`src/rtl/ps2_host_rx.sv`:
```
// +----------------------------------------------------------------------------+
// | Module  : ps2_host_rx                                                      |
// | Purpose : PS/2 device->host frame receiver with byte FIFO (FWFT).          |
// | Rev     : 1.0  initial release                                             |
// +----------------------------------------------------------------------------+
`default_nettype none

module ps2_host_rx #(
    parameter int FIFO_BITS = 3,
    parameter int FILTER    = 8,
    parameter int TIMEOUT   = 100000
) (
    input  logic                 clk_sys,
    input  logic                 reset,
    input  logic                 ps2_clk,
    input  logic                 ps2_data,
    input  logic                 rd,
    output logic [7:0]           dout,
    output logic                 empty,
    output logic [FIFO_BITS:0]   count,
    output logic                 parity_err,
    output logic                 frame_err,
    output logic                 overflow
);

    localparam int                          c_DEPTH      = 1 << FIFO_BITS;
    localparam int                          c_TIMER_W    = $clog2(TIMEOUT + 1);
    localparam logic [7:0]                  c_FILT_LAST  = 8'(FILTER - 1);
    localparam logic [c_TIMER_W-1:0]        c_TIMER_LAST = c_TIMER_W'(TIMEOUT - 1);
    localparam logic [FIFO_BITS:0]          c_FULL       = (FIFO_BITS+1)'(c_DEPTH);

    typedef enum logic [1:0] {
        S_IDLE   = 2'd0,
        S_DATA   = 2'd1,
        S_PARITY = 2'd2,
        S_STOP   = 2'd3
    } state_t;

    logic                   r_clk_s1, r_clk_s2, r_dat_s1, r_dat_s2;
    logic                   r_filt_clk;
    logic [7:0]             r_filt_cnt;
    logic [c_TIMER_W-1:0]   r_timer;
    state_t                 r_state, w_state_nx;
    logic [7:0]             r_shift, w_shift_nx;
    logic [2:0]             r_bitcnt, w_bitcnt_nx;
    logic                   r_par, w_par_nx;
    logic                   w_push, w_perr, w_ferr, w_timeout, w_bit_event;
    logic                   r_push_req;
    logic [7:0]             r_push_byte;

    logic [7:0]             r_mem [c_DEPTH];
    logic [FIFO_BITS-1:0]   r_wptr, r_rptr;
    logic [FIFO_BITS:0]     r_count;
    logic                   w_full, w_pop, w_wr, w_ovf;

    // Filtered clock flips only after FILTER consecutive differing samples
    assign w_bit_event = r_filt_clk && !r_clk_s2 && (r_filt_cnt == c_FILT_LAST);
    assign w_timeout   = (r_state != S_IDLE) && (r_timer == c_TIMER_LAST);

    always_ff @(posedge clk_sys) begin
        if (reset) begin
            r_clk_s1   <= 1'b1;
            r_clk_s2   <= 1'b1;
            r_dat_s1   <= 1'b1;
            r_dat_s2   <= 1'b1;
            r_filt_clk <= 1'b1;
            r_filt_cnt <= 8'd0;
            r_timer    <= '0;
        end else begin
            r_clk_s1 <= ps2_clk;
            r_clk_s2 <= r_clk_s1;
            r_dat_s1 <= ps2_data;
            r_dat_s2 <= r_dat_s1;
            if (r_clk_s2 == r_filt_clk) begin
                r_filt_cnt <= 8'd0;
            end else if (r_filt_cnt == c_FILT_LAST) begin
                r_filt_clk <= r_clk_s2;
                r_filt_cnt <= 8'd0;
            end else begin
                r_filt_cnt <= r_filt_cnt + 8'd1;
            end
            if (w_bit_event || w_timeout || r_state == S_IDLE) begin
                r_timer <= '0;
            end else begin
                r_timer <= r_timer + 1'b1;
            end
        end
    end

    always_ff @(posedge clk_sys) begin
        if (reset) begin
            r_state     <= S_IDLE;
            r_shift     <= 8'd0;
            r_bitcnt    <= 3'd0;
            r_par       <= 1'b0;
            r_push_req  <= 1'b0;
            r_push_byte <= 8'd0;
            parity_err  <= 1'b0;
            frame_err   <= 1'b0;
        end else begin
            r_state     <= w_state_nx;
            r_shift     <= w_shift_nx;
            r_bitcnt    <= w_bitcnt_nx;
            r_par       <= w_par_nx;
            r_push_req  <= w_push;
            r_push_byte <= r_shift;
            parity_err  <= w_perr;
            frame_err   <= w_ferr;
        end
    end

    always_comb begin
        w_state_nx  = r_state;
        w_shift_nx  = r_shift;
        w_bitcnt_nx = r_bitcnt;
        w_par_nx    = r_par;
        w_push      = 1'b0;
        w_perr      = 1'b0;
        w_ferr      = 1'b0;
        if (w_bit_event) begin
            case (r_state)
                S_IDLE: begin
                    if (!r_dat_s2) begin
                        w_state_nx  = S_DATA;
                        w_bitcnt_nx = 3'd0;
                    end else begin
                        w_ferr = 1'b1;
                    end
                end
                S_DATA: begin
                    w_shift_nx  = {r_dat_s2, r_shift[7:1]};
                    w_bitcnt_nx = r_bitcnt + 3'd1;
                    if (r_bitcnt == 3'd7) begin
                        w_state_nx = S_PARITY;
                    end
                end
                S_PARITY: begin
                    w_par_nx   = r_dat_s2;
                    w_state_nx = S_STOP;
                end
                default: begin
                    // Stop-bit error outranks parity error: one pulse per frame
                    w_state_nx = S_IDLE;
                    if (!r_dat_s2) begin
                        w_ferr = 1'b1;
                    end else if (!(^{r_shift, r_par})) begin
                        w_perr = 1'b1;
                    end else begin
                        w_push = 1'b1;
                    end
                end
            endcase
        end else if (w_timeout) begin
            w_state_nx = S_IDLE;
            w_ferr     = 1'b1;
        end
    end

    assign w_full = (r_count == c_FULL);
    assign w_pop  = rd && (r_count != '0);
    assign w_wr   = r_push_req && (!w_full || w_pop);
    assign w_ovf  = r_push_req && w_full && !w_pop;

    always_ff @(posedge clk_sys) begin
        if (w_wr) begin
            r_mem[r_wptr] <= r_push_byte;
        end
    end

    always_ff @(posedge clk_sys) begin
        if (reset) begin
            r_wptr   <= '0;
            r_rptr   <= '0;
            r_count  <= '0;
            overflow <= 1'b0;
        end else begin
            overflow <= w_ovf;
            if (w_wr) begin
                r_wptr <= r_wptr + 1'b1;
            end
            if (w_pop) begin
                r_rptr <= r_rptr + 1'b1;
            end
            case ({w_wr, w_pop})
                2'b10:   r_count <= r_count + 1'b1;
                2'b01:   r_count <= r_count - 1'b1;
                default: r_count <= r_count;
            endcase
        end
    end

    // Head is masked while empty so the memory needs no reset
    assign dout  = (r_count == '0) ? 8'h00 : r_mem[r_rptr];
    assign empty = (r_count == '0);
    assign count = r_count;

endmodule

`default_nettype wire

```
`config.mk`:
```
export PLATFORM = sky130hd
export DESIGN_NAME = ps2_host_rx
export DESIGN_NICKNAME = d
export VERILOG_FILES = /design/src/rtl/ps2_host_rx.sv
export SDC_FILE = /design/constraint.sdc
export NUM_CORES = 1
export LEC_CHECK = 0
export ABC_AREA = 0
export BUFFER_PORTS_ARGS = -buffer_cell sky130_fd_sc_hd__buf_2
export CAP_MARGIN = 30
export CORE_ASPECT_RATIO = 1.4
export CORE_UTILIZATION = 60
export DETAILED_ROUTE_END_ITERATION = 16
export GPL_ROUTABILITY_DRIVEN = 0
export PLACE_DENSITY = 0.87
export SLEW_MARGIN = 20
export SYNTH_ARGS = -nofsm -noshare
export SYNTH_HDL_FRONTEND = slang
export SYNTH_SLANG_ARGS = --single-unit
```
`constraint.sdc`:
```
create_clock -name clk_sys -period 4.8 [get_ports clk_sys]
set_input_delay 0.96 -clock clk_sys [delete_from_list [all_inputs] [get_ports clk_sys]]
set_output_delay 0.96 -clock clk_sys [all_outputs]
set_load 0.01 [all_outputs]
```
==> impl_metrics.env, run 1 <==
export IMPL_grt_max_degree=46
export IMPL_dpl_cell_area_sq_um=5680
export IMPL_status="finished clean"
export IMPL_rows=41
export IMPL_postRouteAntennaNets=0
export IMPL_worstSkewPairLatency_ns=0.41
export IMPL_io_pin_count=21
export IMPL_start_kind="register"
export IMPL_cts_made_buffers=17
export IMPL_cts_resized=0
export IMPL_synth_largest_area_cell="edfxtp_1"
export IMPL_skew_ns=0.00839
export IMPL_synth_edf_count=64
export IMPL_syn_inst=427
export IMPL_grt_overflow_total=0
export IMPL_critPathKind="reg2out"
export IMPL_cts_tree="done"
export IMPL_area_growth_pct=14.0
export IMPL_clk_path_buf_depth=2
export IMPL_slew_viol_final=0
export IMPL_dp_cells=538
export IMPL_ys_flop_type="dfxtp_1"
export IMPL_async_flop_share=0
export IMPL_drive_gt1_frac=0.168
export IMPL_grt_busiest_layer="met2"
export IMPL_finalCritPeriodShare=0.642
export IMPL_crit_fanout=11
export IMPL_initial_utilization=0.614
export IMPL_grt_pass1_wl_microns=15600
export IMPL_wl_per_cell_microns=16.1
export IMPL_tightest_slew_ns=0.868
export IMPL_first_global_vias=3330
export IMPL_rsz0062_at_grt="no"
export IMPL_fin_ws_ns=1.72
export IMPL_core_area_sq_um=8980
export IMPL_setup_violations_final=0
export IMPL_fin_cells=570
export IMPL_r2r_setup_slack_ns=2.37
export IMPL_maxCapViolations=0
export IMPL_syn_nets=444
export IMPL_cp_slowest_cell="dfxtp_1"
export IMPL_cts_hold_buf=0
export IMPL_synth_seq_cells=133
export IMPL_cts_root_buf="clkbuf_16"
export IMPL_syn_area_per_cell_sq_um=12.9
export IMPL_syn_cell_area_sq_um=5510
export IMPL_vias_per_cell=5.79
export IMPL_die_y_microns=115
export IMPL_firstDrtPassIters=4
export IMPL_hpwlAfterDp_microns=6240
export IMPL_cp_arrival_ns=2.12
export IMPL_finalSetupTns_ns=0
export IMPL_grt_use_total=0.216
export IMPL_vias=3301
export IMPL_numPortBuffers=20
export IMPL_met3_usage=0.0790
export IMPL_num_antenna_cells=0
export IMPL_drc_errors=0
export IMPL_crit_required_ns=3.84
export IMPL_synth_commonest_cells="69 x dfxtp_1, 64 x edfxtp_1, 59 x nor2_1"
export IMPL_leakage_nw=2.35
export IMPL_period_minus_slack_ns=3.08
export IMPL_relSlewSlack=0.419
export IMPL_h_tree_depth=4
export IMPL_antenna_found_initial=0
export IMPL_crit_path_cell_trace="buf_16 > mux4_2 > mux2i_1 > nor2_1 > buf_2"
export IMPL_nets=467
export IMPL_path_clk_slew_ns=0.05
export IMPL_place_ws_ns=1.87
export IMPL_ys_seq_area_frac=0.600
export IMPL_endpoint_kind="output pin"
export IMPL_design_area_sq_um=6280
export IMPL_clock_fmax_mhz=325
export IMPL_die_area_sq_um=9570
export IMPL_first_iter_violations=209
export IMPL_hold_viol_final=0
export IMPL_grtUsageMet1=0.220
export IMPL_yosysMostFrequentCell="dfxtp_1"
export IMPL_hold_class="reg2reg"
export IMPL_yosys_top_cells_area="edfxtp_1 35%, dfxtp_1 25%, mux4_2 6.5%"
export IMPL_yosys_cell_types_count=54
export IMPL_p_per_area_nw_per_um2=428
export IMPL_gr_usage_met2=0.398
export IMPL_routed_wl_microns=9200
export IMPL_ir_drop_mv=0.415
export IMPL_yosysTopAreaCellShare=0.349
export IMPL_cts_sinks=133
export IMPL_cts_setup_buffers=0
export IMPL_die_w_microns=83.0
export IMPL_yosysWarningCount=0
export IMPL_slowest_delay_ns=0.61
## report_power, final
group,switching [W],total [W],internal (W)
Clock,0.000432,0.00127,0.000838
Combinational,0.0000913,0.000198,0.000107
Sequential,0.0000293,0.00122,0.00119
Total,0.000552,0.00269,0.00213
## critical path: cells and delay by family (launching register included)
kind | cells | cell delay, ns
buffers and inverters | 2 | 0.37
and+or+nand+nor | 1 | 0.05
muxes | 2 | 0.68
DFF | 1 | 0.61
## cells in the final DEF, fill, tap and decap left out, drive strengths merged, types with 5 or more instances in the layout
cell type	n
and3	6
o211ai	5
edfxtp	64
clkbuf	22
a21oi	8
buf	24
mux4	16
nand3	16
dfxtp	69
nor2	59
ha	12
nand4	9
xor2	21
nor2b	11
nor3	6
inv	10
or2	5
nor4b	5
nand2	14
xnor2	10
mux2i	20
## final cells by class
type	count	area, sq um
fillers	585	2700
clock inverters	10	130
well taps	107	134
inverters	10	37.5
clock buffers	22	464
flip-flops and latches	133	3300
repair buffers	24	144
multi-input cells	264	2060
## stage by stage
step | total power (W) | utilization | hold slack, ns
global route | 0.00279 | 0.699 | 0.433
CTS | 0.00272 | 0.699 | 0.419
global placement | 0.00142 | 0.629 | 0.393
floorplan | 0.00139 | - | 0.389
finish | 0.00269 | 0.699 | 0.416
detailed placement | 0.00144 | 0.633 | 0.397
## path summary, 6_finish.rpt
| check | to | depth (start not counted) | startpoint |
|---|---|---|---|
| min | r_dat_s2$_SDFF_PP1_ | 1 | r_dat_s1$_SDFF_PP1_ |
| max reg2reg | r_mem[0][3]$_DFFE_PP_ | 5 | count[1]$_SDFFE_PP0P_ |
| max | dout[0] | 5 | register |
| min reg2reg | r_dat_s2$_SDFF_PP1_ | 1 | r_dat_s1$_SDFF_PP1_ |
## per-layer routing
metal	part of all wire	up-vias
li1	-	1606
met1	0.40	1634
met2	0.56	51
met3	0.027	10
met4	0.013	0
met5	0	-
## flip-flops by register name, indices dropped and copies added (netlist names), named ones only
signal	flops
count	4
frame_err	1
overflow	1
parity_err	1
r_bitcnt	3
r_clk_s1	1
r_clk_s2	1
r_dat_s1	1
r_dat_s2	1
r_filt_clk	1
r_filt_cnt	8
r_mem	64
r_par	1
r_push_byte	8
r_push_req	1
r_rptr	3
r_shift	8
r_state	2
r_timer	17
r_wptr	3
## kinds of logic (layout without fill, tap and decap cells)
kind of cell,Yosys count,in the layout,synth area share
simple gates,152,152,0.148
xor+xnor,32,32,0.0534
flops,133,133,0.600
fa+ha+maj,12,12,0.0273
buf+inv,30,66,0.0254
mux,37,37,0.104
compound gates,31,31,0.0420
Note: power is estimated with default switching activity, not from simulation.
==> inputs of run 2 (changes only) <==
CORE_UTILIZATION = 55   (was 60)
PLACE_DENSITY = 0.84   (was 0.87)
clock period = 2.8 ns   (was 4.8 ns; I/O delays follow)
==> run 2 against run 1 <==
Critical path depth is the same; utilization is 4.1 points lower; routed wire length grew 4.1%; sequential cell count is the same; first-iteration DRC count is 39% lower; non-clock buffer count increased by 5; clock skew is 0.0027 ns lower; clock power increased by 73%; die area up 8.9%; sequential share of layout area decreased by 0.43 points.
==> impl_metrics.env, run 2 (synthesis results as in run 1) <==
export IMPL_p_per_area_nw_per_um2=729
export IMPL_slew_viol_final=0
export IMPL_drc_errors=0
export IMPL_ir_drop_mv=0.478
export IMPL_grt_pass1_wl_microns=15900
export IMPL_status="finished clean"
export IMPL_rows=42
export IMPL_antenna_found_initial=0
export IMPL_cp_arrival_ns=1.95
export IMPL_endpoint_kind="output pin"
export IMPL_cts_root_buf="clkbuf_16"
export IMPL_cts_sinks=133
export IMPL_critPathKind="reg2out"
export IMPL_r2r_setup_slack_ns=0.62
export IMPL_core_area_sq_um=9620
export IMPL_final_util=0.658
export IMPL_fin_ws_ns=0.287
export IMPL_cpLargestDelayFamily="multiplexers"
export IMPL_reg_top3="r_mem: 64 flops, r_timer: 17 flops"
export IMPL_worstSkewPairLatency_ns=0.41
export IMPL_drive_gt1_frac=0.184
export IMPL_hold_viol_final=0
export IMPL_cts_resized=0
export IMPL_hpwlAfterDp_microns=6430
export IMPL_place_ws_ns=0.610
export IMPL_maxCapViolations=0
export IMPL_clk_path_buf_depth=2
export IMPL_cts_tree="done"
export IMPL_n_fill_cell=704
export IMPL_slowest_delay_ns=0.55
export IMPL_dp_cells=568
export IMPL_hold_class="in2reg"
export IMPL_crit_fanout=16
export IMPL_r2r_start="count[0]$_SDFFE_PP0P_"
export IMPL_nets=472
export IMPL_fin_cells=600
export IMPL_final_cell_mix="69 x dfxtp_1, 64 x edfxtp_1, 59 x nor2_1"
export IMPL_area_growth_pct=14.9
export IMPL_die_area_sq_um=10400
export IMPL_crit_path_cell_trace="buf_4 > mux4_2 > mux2i_1 > nor2_1 > buf_2"
export IMPL_largest_reg_flops=64
export IMPL_period_minus_slack_ns=2.51
export IMPL_tightest_slew_ns=0.803
export IMPL_grt_max_degree=46
export IMPL_top_register="r_mem"
export IMPL_postRouteAntennaNets=0
export IMPL_cp_slowest_cell="mux4_2"
export IMPL_first_iter_violations=127
export IMPL_numPortBuffers=20
export IMPL_hold_ws_ns=0.335
export IMPL_final_common_cell="dfxtp_1"
export IMPL_setup_violations_final=0
export IMPL_io_pin_count=21
export IMPL_firstDrtPassIters=4
export IMPL_path_clk_slew_ns=0.06
export IMPL_hold_path_depth=2
export IMPL_min_to="r_clk_s1$_SDFF_PP1_"
export IMPL_start_kind="register"
export IMPL_leakage_nw=2.37
export IMPL_first_global_vias=3396
export IMPL_crit_required_ns=2.24
export IMPL_die_w_microns=86.6
export IMPL_cts_made_buffers=17
export IMPL_grt_use_total=0.203
export IMPL_wl_per_cell_microns=16.0
export IMPL_initial_utilization=0.573
export IMPL_clock_fmax_mhz=398
export IMPL_vias_per_cell=5.57
export IMPL_rr_worst_depth=6
export IMPL_grt_overflow_total=0
export IMPL_cts_setup_buffers=0
export IMPL_skew_ns=0.00569
export IMPL_die_y_microns=120
export IMPL_relSlewSlack=0.463
export IMPL_cp_num_buf_inv=2
export IMPL_cts_hold_buf=0
export IMPL_holdCritStartpoint="ps2_clk"
export IMPL_vias=3340
export IMPL_finalSetupTns_ns=0
export IMPL_h_tree_depth=4
export IMPL_worst_r2r_endpoint="count[2]$_SDFFE_PP0P_"
export IMPL_routed_wl_microns=9570
export IMPL_num_antenna_cells=0
export IMPL_finalCritPeriodShare=0.897
export IMPL_rsz0062_at_grt="no"
[run 2: worst max-delay path by stage]
stage | from | end | cells after the start
floorplan | count[1]$_SDFFE_PP0P_ | r_mem[0][0]$_DFFE_PP_ | 5
CTS | register | dout[1] | 5
finish | register | dout[3] | 5
global placement | rd | r_mem[5][3]$_DFFE_PP_ | 4
global route | register | dout[1] | 5
detailed placement | rd | r_mem[5][3]$_DFFE_PP_ | 4
[run 2: power by group]
group          internal (W)  switching (W)  total [W]  leakage, nW
logic              0.000167       0.000173   0.000340        0.899
clock network       0.00140       0.000801    0.00220        0.281
registers           0.00204      0.0000337    0.00207         1.19
total               0.00361        0.00101    0.00462         2.37
[run 2: metrics by stage]
step / total power [W] / instance area (sq um)
final: 0.00462 / 6330
after floorplan: 0.00238 / 5510
after detailed placement: 0.00246 / 5740
after CTS: 0.00465 / 6330
after global routing: 0.00478 / 6330
after global placement: 0.00244 / 5740
[run 2: area by class of cell]
| cell class | instances | area [sq um] | share of cell area |
|---|---|---|---|
| timing repair buffer | 29 | 168 | 0.0265 |
| tap | 132 | 165 | 0.0261 |
| sequential | 133 | 3300 | 0.522 |
| clock buffer | 20 | 437 | 0.0690 |
| multi-input combinational | 264 | 2060 | 0.326 |
| clock inverter | 12 | 154 | 0.0243 |
| inverter | 10 | 37.5 | 0.00593 |
[run 2: worst register-to-register path, delay by kind of cell, from the launching register on]
kind	cells	cell delay (ns)
xor+xnor	1	0.16
compound gates	2	0.78
mux	1	0.34
flops	1	0.44
fa+ha+maj	1	0.22
simple gates	1	0.13
[run 2: per-layer routing]
metal,track usage,part of all wire,vias to the layer above
met1,0.210,0.39,1639
met2,0.373,0.56,61
met3,0.0553,0.027,24
met5,0,0,-
li1,-,-,1616
met4,0.0990,0.025,0
==> inputs of run 3 (changes only) <==
SETUP_SLACK_MARGIN = 0.4   (was not set)
SLEW_MARGIN = 15   (was 20)
==> run 3 against run 2 <==
Worst hold slack better by 0.00097 ns; largest cell class unchanged; first-iteration DRC count up 17%; cell count up 0.33%; largest power group unchanged; sequential power about the same; sequential cell count unchanged.
==> impl_metrics.env, run 3 (synthesis results as in run 1) <==
export IMPL_regArea_sq_um=3310
export IMPL_pwr_share_clk=0.471
export IMPL_period_minus_slack_ns=2.39
export IMPL_core_area_sq_um=9620
export IMPL_area_growth_pct=15.8
export IMPL_hold_class="in2reg"
export IMPL_routed_wl_microns=9940
export IMPL_die_y_microns=120
export IMPL_p_comb_frac=0.083
export IMPL_endpoint_kind="output pin"
export IMPL_drc_errors=0
export IMPL_grt_pass1_wl_microns=16300
export IMPL_finalCritPeriodShare=0.855
export IMPL_skew_ns=0.00645
export IMPL_cts_hold_buf=0
export IMPL_slew_viol_final=0
export IMPL_grt_max_degree=46
export IMPL_slowest_delay_ns=0.52
export IMPL_ir_drop_mv=0.479
export IMPL_cts_root_buf="clkbuf_16"
export IMPL_p_per_area_nw_per_um2=732
export IMPL_io_pin_count=21
export IMPL_vias=3364
export IMPL_first_global_vias=3423
export IMPL_final_common_cell="dfxtp_1"
export IMPL_rows=42
export IMPL_path_clk_slew_ns=0.06
export IMPL_clk_path_buf_depth=2
export IMPL_num_antenna_cells=0
export IMPL_initial_utilization=0.573
export IMPL_cp_slowest_cell="mux4_2"
export IMPL_hold_viol_final=0
export IMPL_maxCapViolations=0
export IMPL_n_fill_cell=696
export IMPL_firstDrtPassIters=4
export IMPL_die_area_sq_um=10400
export IMPL_totalPowerFinal_w=0.00467
export IMPL_dp_cells=568
export IMPL_cts_made_buffers=17
export IMPL_numPortBuffers=20
export IMPL_h_tree_depth=4
export IMPL_die_w_microns=86.6
export IMPL_vias_per_cell=5.59
export IMPL_grt_use_total=0.211
export IMPL_crit_fanout=8
export IMPL_clock_fmax_mhz=418
export IMPL_wl_per_cell_microns=16.5
export IMPL_p_switching_w=0.00102
export IMPL_postRouteAntennaNets=0
export IMPL_critPathKind="reg2out"
export IMPL_grt_overflow_total=0
export IMPL_multiInputGateArea_sq_um=2060
export IMPL_largest_reg_flops=64
export IMPL_cts_sinks=133
export IMPL_final_cell_mix="68 x dfxtp_1, 64 x edfxtp_1, 59 x nor2_1"
export IMPL_tightest_slew_ns=0.835
export IMPL_reg_top3="r_mem: 64 flops, r_timer: 17 flops"
export IMPL_hold_ws_ns=0.336
export IMPL_leakage_nw=2.39
export IMPL_nets=474
export IMPL_rsz0062_at_grt="yes"
export IMPL_worstSkewPairLatency_ns=0.41
export IMPL_relSlewSlack=0.441
export IMPL_first_iter_violations=149
export IMPL_p_seq_frac=0.446
export IMPL_fin_cells=602
export IMPL_top_register="r_mem"
export IMPL_finalSetupTns_ns=0
export IMPL_final_util=0.663
export IMPL_antenna_found_initial=0
export IMPL_start_kind="register"
export IMPL_swShare=0.219
export IMPL_crit_path_cell_trace="buf_12 > mux4_2 > mux2i_1 > nor2_1 > buf_2"
export IMPL_drive_gt1_frac=0.189
export IMPL_status="finished clean"
export IMPL_cts_tree="done"
export IMPL_cp_arrival_ns=1.83
export IMPL_crit_required_ns=2.24
export IMPL_setup_violations_final=0
export IMPL_hpwlAfterDp_microns=6430
export IMPL_intPower_w=0.00365
==> run 3: cell count changes in the layout (fill, tap and decap cells not counted) <==
cell / previous run / this run
dfxtp_4: 0 / 1
buf_16: 0 / 1
buf_12: 0 / 1
dfxtp_1: 69 / 68
==> run 3: worst paths after layout <==
check                         from  slack [ns]                     to  depth (start not counted)
max                       register        0.41                dout[1]                          5
min                        ps2_clk        0.34    r_clk_s1$_SDFF_PP1_                          2
max reg2reg  count[1]$_SDFFE_PP0P_        0.61  count[2]$_SDFFE_PP0P_                          6
min reg2reg    r_clk_s1$_SDFF_PP1_        0.41    r_clk_s2$_SDFF_PP1_                          1
==> run 3: area by class of cell <==
| class | instances | share of cell area |
|---|---|---|
| clock inverter | 12 | 0.0241 |
| multi-input combinational | 264 | 0.324 |
| timing repair buffer | 31 | 0.0337 |
| tap | 132 | 0.0259 |
| inverter | 10 | 0.00588 |
| clock buffer | 20 | 0.0684 |
| sequential | 133 | 0.518 |
==> run 3: power groups by stage <==
stage | Sequential, W | Clock, W | Combinational [W]
CTS | 0.00208 | 0.00224 | 0.000380
global route | 0.00209 | 0.00233 | 0.000422
detailed placement | 0.00211 | 0 | 0.000344
global placement | 0.00211 | 0 | 0.000331
floorplan | 0.00209 | 0 | 0.000286
finish | 0.00208 | 0.00220 | 0.000386
==> run 3: layer usage <==
layer / part of all wire / GRT usage / vias to the layer above / routed length [microns]
met5: 0 / 0 / - / 0
met4: 0.017 / 0.0906 / 0 / 167
met3: 0.030 / 0.0553 / 17 / 297
met2: 0.56 / 0.395 / 68 / 5600
met1: 0.39 / 0.216 / 1655 / 3880
li1: - / - / 1624 / -
==> run 3: repair_timing <==
item                                    CTS  global route
endpoints found under the setup margin    8             9
gates resized for setup                   6             0
setup buffers                             0             1
pin swaps                                 0             1
cloned                                    1             0
==> run 3: through the flow <==
stage	area [sq um]	setup WS [ns]
6_report	6380	0.406
5_1_grt	6380	0.307
4_1_cts	6370	0.374
3_5_place_dp	5740	0.610
3_3_place_gp	5740	0.708
2_1_floorplan	5510	0.553
==> run 3: critical path, delay by kind of cell, from the launching register on <==
family / cells / cell delay, ns
mux: 2 / 0.71
flops: 1 / 0.39
buf+inv: 2 / 0.28
simple gates: 1 / 0.05
